$ cat src/rtl/ram_bist_pkg.sv
// Shared types and march-element tables for the RAM march BIST controller.
// Element tables are indexed by the element code (bit n describes element Mn).
package ram_bist_pkg;

    typedef enum logic [2:0] {IDLE, M0_WR, RD, CMP_WR, DONE} state_t;

    typedef enum logic [1:0] {M0, M1, M2, M3} elem_t;

    // 1 = element walks addresses from DEPTH-1 down to 0
    localparam logic [3:0] ELEM_DESC   = 4'b0100;
    // 1 = element expects the complemented background on read
    localparam logic [3:0] ELEM_RD_INV = 4'b0100;
    // 1 = element writes (M0 in its own state, M1/M2 in the compare cycle)
    localparam logic [3:0] ELEM_WR     = 4'b0111;
    // 1 = element writes the complemented background
    localparam logic [3:0] ELEM_WR_INV = 4'b0010;

    localparam logic [7:0] ERR_MAX = 8'd255;

    function automatic elem_t next_elem(input elem_t e);
        return elem_t'(e + 2'd1);
    endfunction

endpackage

$ cat src/rtl/ram_bist_addr_gen.sv
// Loadable up/down address counter for the march BIST; stops at its terminal value.
// The direction is latched on load so the terminal flag never depends on this cycle's controls.
module ram_bist_addr_gen #(
    parameter int ADDR_W = 8,
    parameter int DEPTH  = 256
) (
    input  logic              clk,
    input  logic              rst,
    input  logic              load,
    input  logic              desc,
    input  logic              step,
    output logic [ADDR_W-1:0] addr,
    output logic              last
);

    localparam logic [ADDR_W-1:0] TOP_ADDR = ADDR_W'(DEPTH - 1);

    logic [ADDR_W-1:0] addr_q, addr_d;
    logic              dir_q, dir_d;

    always_comb begin
        addr_d = addr_q;
        dir_d  = dir_q;
        if (load) begin
            dir_d  = desc;
            addr_d = desc ? TOP_ADDR : '0;
        end else if (step && !last) begin
            addr_d = dir_q ? addr_q - 1'b1 : addr_q + 1'b1;
        end
    end

    always_ff @(posedge clk) begin
        if (rst) begin
            addr_q <= '0;
            dir_q  <= 1'b0;
        end else begin
            addr_q <= addr_d;
            dir_q  <= dir_d;
        end
    end

    assign last = dir_q ? (addr_q == '0) : (addr_q == TOP_ADDR);
    assign addr = addr_q;

endmodule

$ cat src/rtl/ram_march_bist.sv
// March BIST controller: M0 w(P) up, M1 r(P)w(~P) up, M2 r(~P)w(P) down, M3 r(P) up.
// Reports pass/fail, the first failing location and a saturating mismatch count.
module ram_march_bist
    import ram_bist_pkg::*;
#(
    parameter int         ADDR_W  = 8,
    parameter int         DATA_W  = 8,
    parameter int         DEPTH   = 256,
    parameter int         RD_LAT  = 1,
    parameter logic [7:0] PATTERN = 8'h55
) (
    input  logic              clk,
    input  logic              rst,
    input  logic              start,
    output logic [ADDR_W-1:0] ram_address,
    output logic [DATA_W-1:0] ram_data,
    output logic              ram_w_r,
    output logic              ram_cs,
    input  logic [DATA_W-1:0] ram_out,
    output logic              busy,
    output logic              done,
    output logic              pass,
    output logic [7:0]        err_count,
    output logic [ADDR_W-1:0] fail_addr,
    output logic [DATA_W-1:0] fail_exp,
    output logic [DATA_W-1:0] fail_got
);

    localparam logic [DATA_W-1:0] PAT      = DATA_W'(PATTERN);
    localparam int                LAT_W    = (RD_LAT > 1) ? $clog2(RD_LAT) : 1;
    localparam logic [LAT_W-1:0]  LAT_LAST = LAT_W'(RD_LAT - 1);

    state_t            state_q, state_d;
    elem_t             elem_q, elem_d;
    logic [LAT_W-1:0]  lat_q, lat_d;
    logic              busy_q, busy_d, done_q, done_d, pass_q, pass_d;
    logic              cs_q, cs_d, w_r_q, w_r_d;
    logic [DATA_W-1:0] data_q, data_d;
    logic [7:0]        err_q, err_d;
    logic [ADDR_W-1:0] fail_addr_q, fail_addr_d;
    logic [DATA_W-1:0] fail_exp_q, fail_exp_d, fail_got_q, fail_got_d;
    logic [DATA_W-1:0] exp_val;
    logic              ag_load, ag_desc, ag_step, ag_last;
    logic [ADDR_W-1:0] ag_addr;

    ram_bist_addr_gen #(.ADDR_W(ADDR_W), .DEPTH(DEPTH)) u_addr_gen (
        .clk  (clk),
        .rst  (rst),
        .load (ag_load),
        .desc (ag_desc),
        .step (ag_step),
        .addr (ag_addr),
        .last (ag_last)
    );

    always_comb begin
        state_d     = state_q;
        elem_d      = elem_q;
        lat_d       = lat_q;
        busy_d      = busy_q;
        done_d      = done_q;
        pass_d      = pass_q;
        cs_d        = cs_q;
        w_r_d       = w_r_q;
        data_d      = data_q;
        err_d       = err_q;
        fail_addr_d = fail_addr_q;
        fail_exp_d  = fail_exp_q;
        fail_got_d  = fail_got_q;
        ag_load     = 1'b0;
        ag_desc     = 1'b0;
        ag_step     = 1'b0;
        exp_val     = ELEM_RD_INV[elem_q] ? ~PAT : PAT;

        case (state_q)
            IDLE, DONE: begin
                if (start) begin
                    state_d     = M0_WR;
                    elem_d      = M0;
                    busy_d      = 1'b1;
                    done_d      = 1'b0;
                    pass_d      = 1'b0;
                    err_d       = '0;
                    fail_addr_d = '0;
                    fail_exp_d  = '0;
                    fail_got_d  = '0;
                    ag_load     = 1'b1;
                    ag_desc     = ELEM_DESC[M0];
                    cs_d        = 1'b1;
                    w_r_d       = 1'b1;
                    data_d      = PAT;
                end
            end
            M0_WR: begin
                if (!ag_last) begin
                    ag_step = 1'b1;
                end else begin
                    state_d = RD;
                    elem_d  = M1;
                    ag_load = 1'b1;
                    ag_desc = ELEM_DESC[M1];
                    lat_d   = '0;
                    w_r_d   = 1'b0;
                end
            end
            RD: begin
                if (lat_q == LAT_LAST) begin
                    state_d = CMP_WR;
                    cs_d    = ELEM_WR[elem_q];
                    w_r_d   = ELEM_WR[elem_q];
                    data_d  = ELEM_WR_INV[elem_q] ? ~PAT : PAT;
                end else begin
                    lat_d = lat_q + 1'b1;
                end
            end
            CMP_WR: begin
                // Capture the first failure before the counter moves off zero
                if (ram_out != exp_val) begin
                    if (err_q == '0) begin
                        fail_addr_d = ag_addr;
                        fail_exp_d  = exp_val;
                        fail_got_d  = ram_out;
                    end
                    if (err_q != ERR_MAX) err_d = err_q + 8'd1;
                end
                if (ag_last && elem_q == M3) begin
                    state_d = DONE;
                    busy_d  = 1'b0;
                    done_d  = 1'b1;
                    pass_d  = (err_d == '0);
                    cs_d    = 1'b0;
                    w_r_d   = 1'b0;
                end else begin
                    state_d = RD;
                    lat_d   = '0;
                    cs_d    = 1'b1;
                    w_r_d   = 1'b0;
                    if (ag_last) begin
                        elem_d  = next_elem(elem_q);
                        ag_load = 1'b1;
                        ag_desc = ELEM_DESC[elem_d];
                    end else begin
                        ag_step = 1'b1;
                    end
                end
            end
            default: state_d = IDLE;
        endcase
    end

    always_ff @(posedge clk) begin
        if (rst) begin
            state_q     <= IDLE;
            elem_q      <= M0;
            lat_q       <= '0;
            busy_q      <= 1'b0;
            done_q      <= 1'b0;
            pass_q      <= 1'b0;
            cs_q        <= 1'b0;
            w_r_q       <= 1'b0;
            data_q      <= '0;
            err_q       <= '0;
            fail_addr_q <= '0;
            fail_exp_q  <= '0;
            fail_got_q  <= '0;
        end else begin
            state_q     <= state_d;
            elem_q      <= elem_d;
            lat_q       <= lat_d;
            busy_q      <= busy_d;
            done_q      <= done_d;
            pass_q      <= pass_d;
            cs_q        <= cs_d;
            w_r_q       <= w_r_d;
            data_q      <= data_d;
            err_q       <= err_d;
            fail_addr_q <= fail_addr_d;
            fail_exp_q  <= fail_exp_d;
            fail_got_q  <= fail_got_d;
        end
    end

    assign ram_address = ag_addr;
    assign ram_data    = data_q;
    assign ram_w_r     = w_r_q;
    assign ram_cs      = cs_q;
    assign busy        = busy_q;
    assign done        = done_q;
    assign pass        = pass_q;
    assign err_count   = err_q;
    assign fail_addr   = fail_addr_q;
    assign fail_exp    = fail_exp_q;
    assign fail_got    = fail_got_q;

endmodule

$ cat config.mk
export PLATFORM = sky130hd
export DESIGN_NAME = ram_march_bist
export DESIGN_NICKNAME = d
export VERILOG_FILES = /design/src/rtl/ram_bist_pkg.sv /design/src/rtl/ram_bist_addr_gen.sv /design/src/rtl/ram_march_bist.sv
export SDC_FILE = /design/constraint.sdc
export NUM_CORES = 1
export LEC_CHECK = 0
export CORE_ASPECT_RATIO = 1.1
export CORE_MARGIN = 1
export CORE_UTILIZATION = 52
export CTS_BUF_LIST = sky130_fd_sc_hd__clkbuf_4 sky130_fd_sc_hd__clkbuf_8
export DETAILED_ROUTE_END_ITERATION = 6
export GPL_ROUTABILITY_DRIVEN = 0
export HOLD_SLACK_MARGIN = 0.03
export PLACE_DENSITY = 0.84
export SLEW_MARGIN = 10
export SYNTH_ARGS = -nofsm -noshare
export SYNTH_HDL_FRONTEND = slang
export SYNTH_HIERARCHICAL = 1
export SYNTH_SLANG_ARGS = --single-unit
export TNS_END_PERCENT = 10
$ cat constraint.sdc
create_clock -name clk -period 3.4 [get_ports clk]
set_input_delay 1.02 -clock clk [delete_from_list [all_inputs] [get_ports clk]]
set_output_delay 1.02 -clock clk [all_outputs]
set_load 0.005 [all_outputs]
======== Word level (Yosys, flattened, before mapping) ========
Index checks and enable logic that the tools add are counted.
word-level totals
  output and inout port bits .............. 53
  word-level logic and storage cells ...... 130
  register bits after elaboration ......... 60
operators by class
  reduce and logical (&&, ||, !) cells .... 24
  order comparisons ....................... 2
  eq/ne operators ......................... 16
  $add $sub $neg .......................... 5
  mux-type cells .......................... 68
operators by type and width
  kind                                                         count
  two-way mux 8 bit                                            18
  case mux 8 bit (2 select lines)                              5
  zero test 8 bit                                              3
  two-way mux 1 bit                                            23
  adder 8 x 1 -> 8 bit (second input constant)                 2
  inequality test 2 bit (second input constant)                8
  AND reduction 3 bit                                          5
  two-way mux 3 bit                                            4
  case mux 3 bit (4 select lines)                              1
  case mux 1 bit (3 select lines)                              3
  nonzero test 3 bit                                           3
  binary-select mux 1 bit (select 2 bit)                       4
  equality test 8 bit (second input constant)                  1
  two-way mux 2 bit                                            4
  inequality test 8 bit                                        1
  inequality test 8 bit (second input constant)                1
  case mux 1 bit (2 select lines)                              4
  AND reduction 4 bit                                          2
  subtractor 8 x 1 -> 8 bit (second input constant)            1
  equality test 3 x 2 -> 1 bit (second input constant)         2
  less-than comparator 2 x 3 -> 1 bit (second input constant)  2
  case mux 2 bit (3 select lines)                              1
  nonzero test 2 bit                                           3
  AND reduction 5 bit                                          1
  12 further kinds                                             13

======== Logic depth before layout (Yosys ltp) ========
  depth after elaboration ................. 9
  mapped depth ............................ 10

======== Cells and area by module ========
Netlist, hierarchy kept.
modules (own cells, without submodules)
  module             sequential area each (sq um)  area each (sq um)  cells each  instances
  ram_march_bist     760.7                         2064.5             254         1
  ram_bist_addr_gen  180.2                         693.2              84          1

======== Worst setup path after synthesis ========
No wires, ideal clock.
  path kind ............................... input -> register
  start point ............................. in ram_out[2]
  end point ............................... reg fail_addr_q[6] (netlist: fail_addr[6])
  library setup time ...................... 0.132 ns
  buffers on the path ..................... 2
  arrival time ............................ 2.672 ns
  stages .................................. 8
  data required time ...................... 3.268 ns
  path slack .............................. 0.595 ns
  path through ............................ or4bb_2 nor4_4 nor3_1 and2_1 buf_2 buf_2 nand2_1 a21oi_1
on the way
  word-level cells in the longest chain between the ends .. 3
ends and longest elaborated chain
  item                             RTL line               RTL
  from (decl)                      ram_march_bist.sv:19   input logic [DATA_W-1:0] ram_out,
  inequality test 8 bit            ram_march_bist.sv:118  if (ram_out != exp_val) begin
  inequality test 2 bit (no line)  -
  AND reduction 4 bit (no line)    -
  to (signal assigned)             ram_march_bist.sv:177  fail_addr_q <= fail_addr_d;
  to (decl)                        ram_march_bist.sv:40   logic [ADDR_W-1:0] fail_addr_q, fail_addr_d;
Every way passes these cells.
A chain may end at the register's enable or synchronous reset.

======== Worst setup path after layout ========
  start point ............................. in ram_out[5]
  end point ............................... reg pass_q (netlist: pass)
on the way
  word-level cells in the longest chain between the ends .. 6
ends and longest elaborated chain
  item                             RTL line               RTL
  inequality test 8 bit            ram_march_bist.sv:118
  two-way mux 8 bit                ram_march_bist.sv:118
  two-way mux 8 bit                ram_march_bist.sv:75   case (state_q)
  zero test 8 bit                  ram_march_bist.sv:130  pass_d = (err_d == '0);
  two-way mux 1 bit                ram_march_bist.sv:126  if (ag_last && elem_q == M3) begin
  case mux 1 bit (2 select lines)  ram_march_bist.sv:75
  to (signal assigned)             ram_march_bist.sv:172  pass_q <= pass_d;
  to (decl)                        ram_march_bist.sv:36   logic busy_q, busy_d, done_q, done_d, pass_q, pass_d;
Every way passes these cells. The select of a mux whose other input is x is not followed.

==> results.sh <==
export IMPL_synth_xor_area_share=0.0191
export IMPL_drc=0
export IMPL_syn_area_sq_um=2760
export IMPL_viasPerCell=5.77
export IMPL_rows=27
export IMPL_slew_viol_final=0
export IMPL_antenna_cells=0
export IMPL_crit_fanout=9
export IMPL_cts_setup_buffers=0
export IMPL_core_region_area_sq_um=5070
export IMPL_critPathMaxStageDelay_ns=0.66
export IMPL_drt_iter0_drc=175
export IMPL_end_kind="flop"
export IMPL_place_area_sq_um=3300
export IMPL_initial_utilization=0.544
export IMPL_finalSetupTns_ns=0
export IMPL_yosysWarnings=6
export IMPL_track_usage=0.230
export IMPL_final_cell_count_no_fill=443
export IMPL_setup_viol=0
export IMPL_cts_tree="yes"
export IMPL_dp_slack_ns=0.0370
export IMPL_grt_antenna_before_repair=0
export IMPL_tightest_slew_ns=0.550
export IMPL_dr_pass1_iters=5
export IMPL_crit_arrival_ns=3.28
export IMPL_yosys_area_share_simple=0.275
export IMPL_clock_skew_ns=0.00729
export IMPL_port_buffers=63
export IMPL_fin_crit_sh=0.904
export IMPL_final_area_sq_um=3370
export IMPL_clkTransAtPathRegs_ns=0.08
export IMPL_route_vias_total=2557
export IMPL_postCtsHoldBufs=0
export IMPL_synthTopCellsByCount="dfxtp_1 (47), a21oi_1 (43), nand2_1 (36)"
export IMPL_peakVddDrop_mv=0.166
export IMPL_cts_buffers_inserted=5
export IMPL_totalWireLength_um=6210
export IMPL_syn_area_per_cell_sq_um=8.16
export IMPL_dieArea_sq_um=5600
export IMPL_fmax_ghz=0.325
export IMPL_die_x_um=71.4
export IMPL_root_buffer="clkbuf_8"
export IMPL_hp_class="flop to flop"
export IMPL_cts_buffer_depth=2
export IMPL_power_density_nw_per_um2=306
export IMPL_ys_seq_elements=47
export IMPL_fin_util=0.665
export IMPL_ys_types=67
export IMPL_max_slew_margin=0.624
export IMPL_num_io_pins=64
export IMPL_synth_top_cell_area_share=0.341
export IMPL_grt_pass1_wl_um=10400
export IMPL_synth_area_leaders="dfxtp_1 (34%), a21oi_1 (7.8%), ha_1 (5.4%), nand2_1 (4.9%), nand3_1 (4.9%)"
export IMPL_grt_pass1_vias=2286
export IMPL_synthMuxAreaShare=0.0181
export IMPL_worstPathRequired_ns=3.61
export IMPL_clk_latency_ns=0.29
export IMPL_synth_top_family_by_area="simple AND/OR/NAND/NOR gates"
export IMPL_syn_nets=362
export IMPL_slowest_stage="or4bb_2"
export IMPL_numPlacedInstances=437
export IMPL_status="finished, final reports clean"
export IMPL_cp_start_kind="input pin"
export IMPL_ant_nets=0
export IMPL_h_tree_depth=2
export IMPL_path_cells="clkdlybuf4s50_1 > or4bb_2 > nor4_4 > nor2_1 > nor4_1 > o21ai_0 > o31ai_1"
export IMPL_clock_sinks=47
export IMPL_synth_adder_area_share=0.0617
export IMPL_synth_enable_flop_cells=0
export IMPL_period_needed_ns=3.07
export IMPL_fin_nets=410
export IMPL_synthArstFlopShare=0
export IMPL_rsz0062_at_grt="no"
export IMPL_postCtsResizedCells=0
export IMPL_grt_max_degree=38
export IMPL_cellLeakagePower_nw=1.20
export IMPL_layout_setup_ws_ns=0.327
export IMPL_grt_overflow=0
export IMPL_maxCapViolations=0
export IMPL_synth_top_cell_by_area="dfxtp_1"
export IMPL_postSynthCellCount=338
export IMPL_dpl_hpwl_um=4530
export IMPL_synth_most_common_cell="dfxtp_1"
export IMPL_hold_viol=0
export IMPL_area_growth_pct=22.3
export IMPL_critPathKind="input pin to flop"
export IMPL_synthFlopType="dfxtp_1"
export IMPL_synth_compound_area_frac=0.190
export IMPL_avgRoutedWirePerCell_um=14.0
export IMPL_drive_above_1_share=0.0753
export IMPL_die_h_um=78.4
export IMPL_synth_seq_area_share=0.341
[critical path, delay by kind of cell]
family	cells	cell delay [ns]
compound gates	2	0.36
buf+inv	1	0.50
simple gates	4	1.40
[logic make-up after synthesis]
family,Yosys count
AOI/OAI and AO/OA,83
muxes,5
buffers and inverters,42
xor gates and xnor gates,6
adders and majority gates,13
DFF,47
and+or+nand+nor,142
[stage by stage]
stage	power [mW]	hold WS (ns)
5_1_grt	1.07	0.490
4_1_cts	1.04	0.458
6_report	1.03	0.457
2_1_floorplan	0.671	0.453
3_5_place_dp	0.727	0.446
3_3_place_gp	0.725	0.446
[area by class of cell]
class                           count  area [sq um]
Fill cell                         448          1700
Multi-Input combinational cell    249          1550
Sequential cell                    47           941
Timing Repair Buffer               69           676
Clock buffer                        6          76.3
Tap cell                           58          72.6
Inverter                           14          52.6
[where the power goes]
group	switching, mW	total, mW	internal (mW)
sequential	0.0194	0.583	0.563
combinational	0.0656	0.132	0.0668
clock	0.172	0.318	0.145
total	0.257	1.03	0.775
[per-layer routing]
metal  global-route usage  part of all wire  up-vias
met5                    0                 0        -
met4               0.0920             0.017        0
met3               0.0308             0.044       12
met2                0.390              0.50       78
met1                0.293              0.44     1178
li1                     -                 -     1289
[state kept, by name, summed over array words and instances (netlist names), 2 cells and up]
register and cells:
elem_q 2, err_count 8, fail_addr 8, fail_exp 2, fail_got 8, ram_data 2
state_q 3, u_addr_gen/addr 8
[cell usage in the layout, fill, tap and decap left out, types with 9 or more instances in the layout]
master | netlist | final
ha_1 | 12 | 12
clkdlybuf4s50_1 | 0 | 63
o21ai_0 | 9 | 9
nand3_1 | 27 | 27
nand2_1 | 36 | 36
inv_1 | 13 | 13
dfxtp_1 | 47 | 47
a21oi_1 | 43 | 43
nor2_1 | 28 | 28
[worst paths after layout]
kind	startpoint	endpoint	slack [ns]	cells past startpoint
worst min-delay path	done$_SDFFE_PP0P_	done$_SDFFE_PP0P_	0.46	2
worst min register to register	done$_SDFFE_PP0P_	done$_SDFFE_PP0P_	0.46	2
worst max register to register	err_count[2]$_SDFFE_PP0P_	fail_exp[6]$_SDFFE_PP0P_	1.04	6
worst max-delay path	ram_out[5]	pass$_SDFFE_PP0P_	0.33	7
Power figures use the tool's default switching activity.
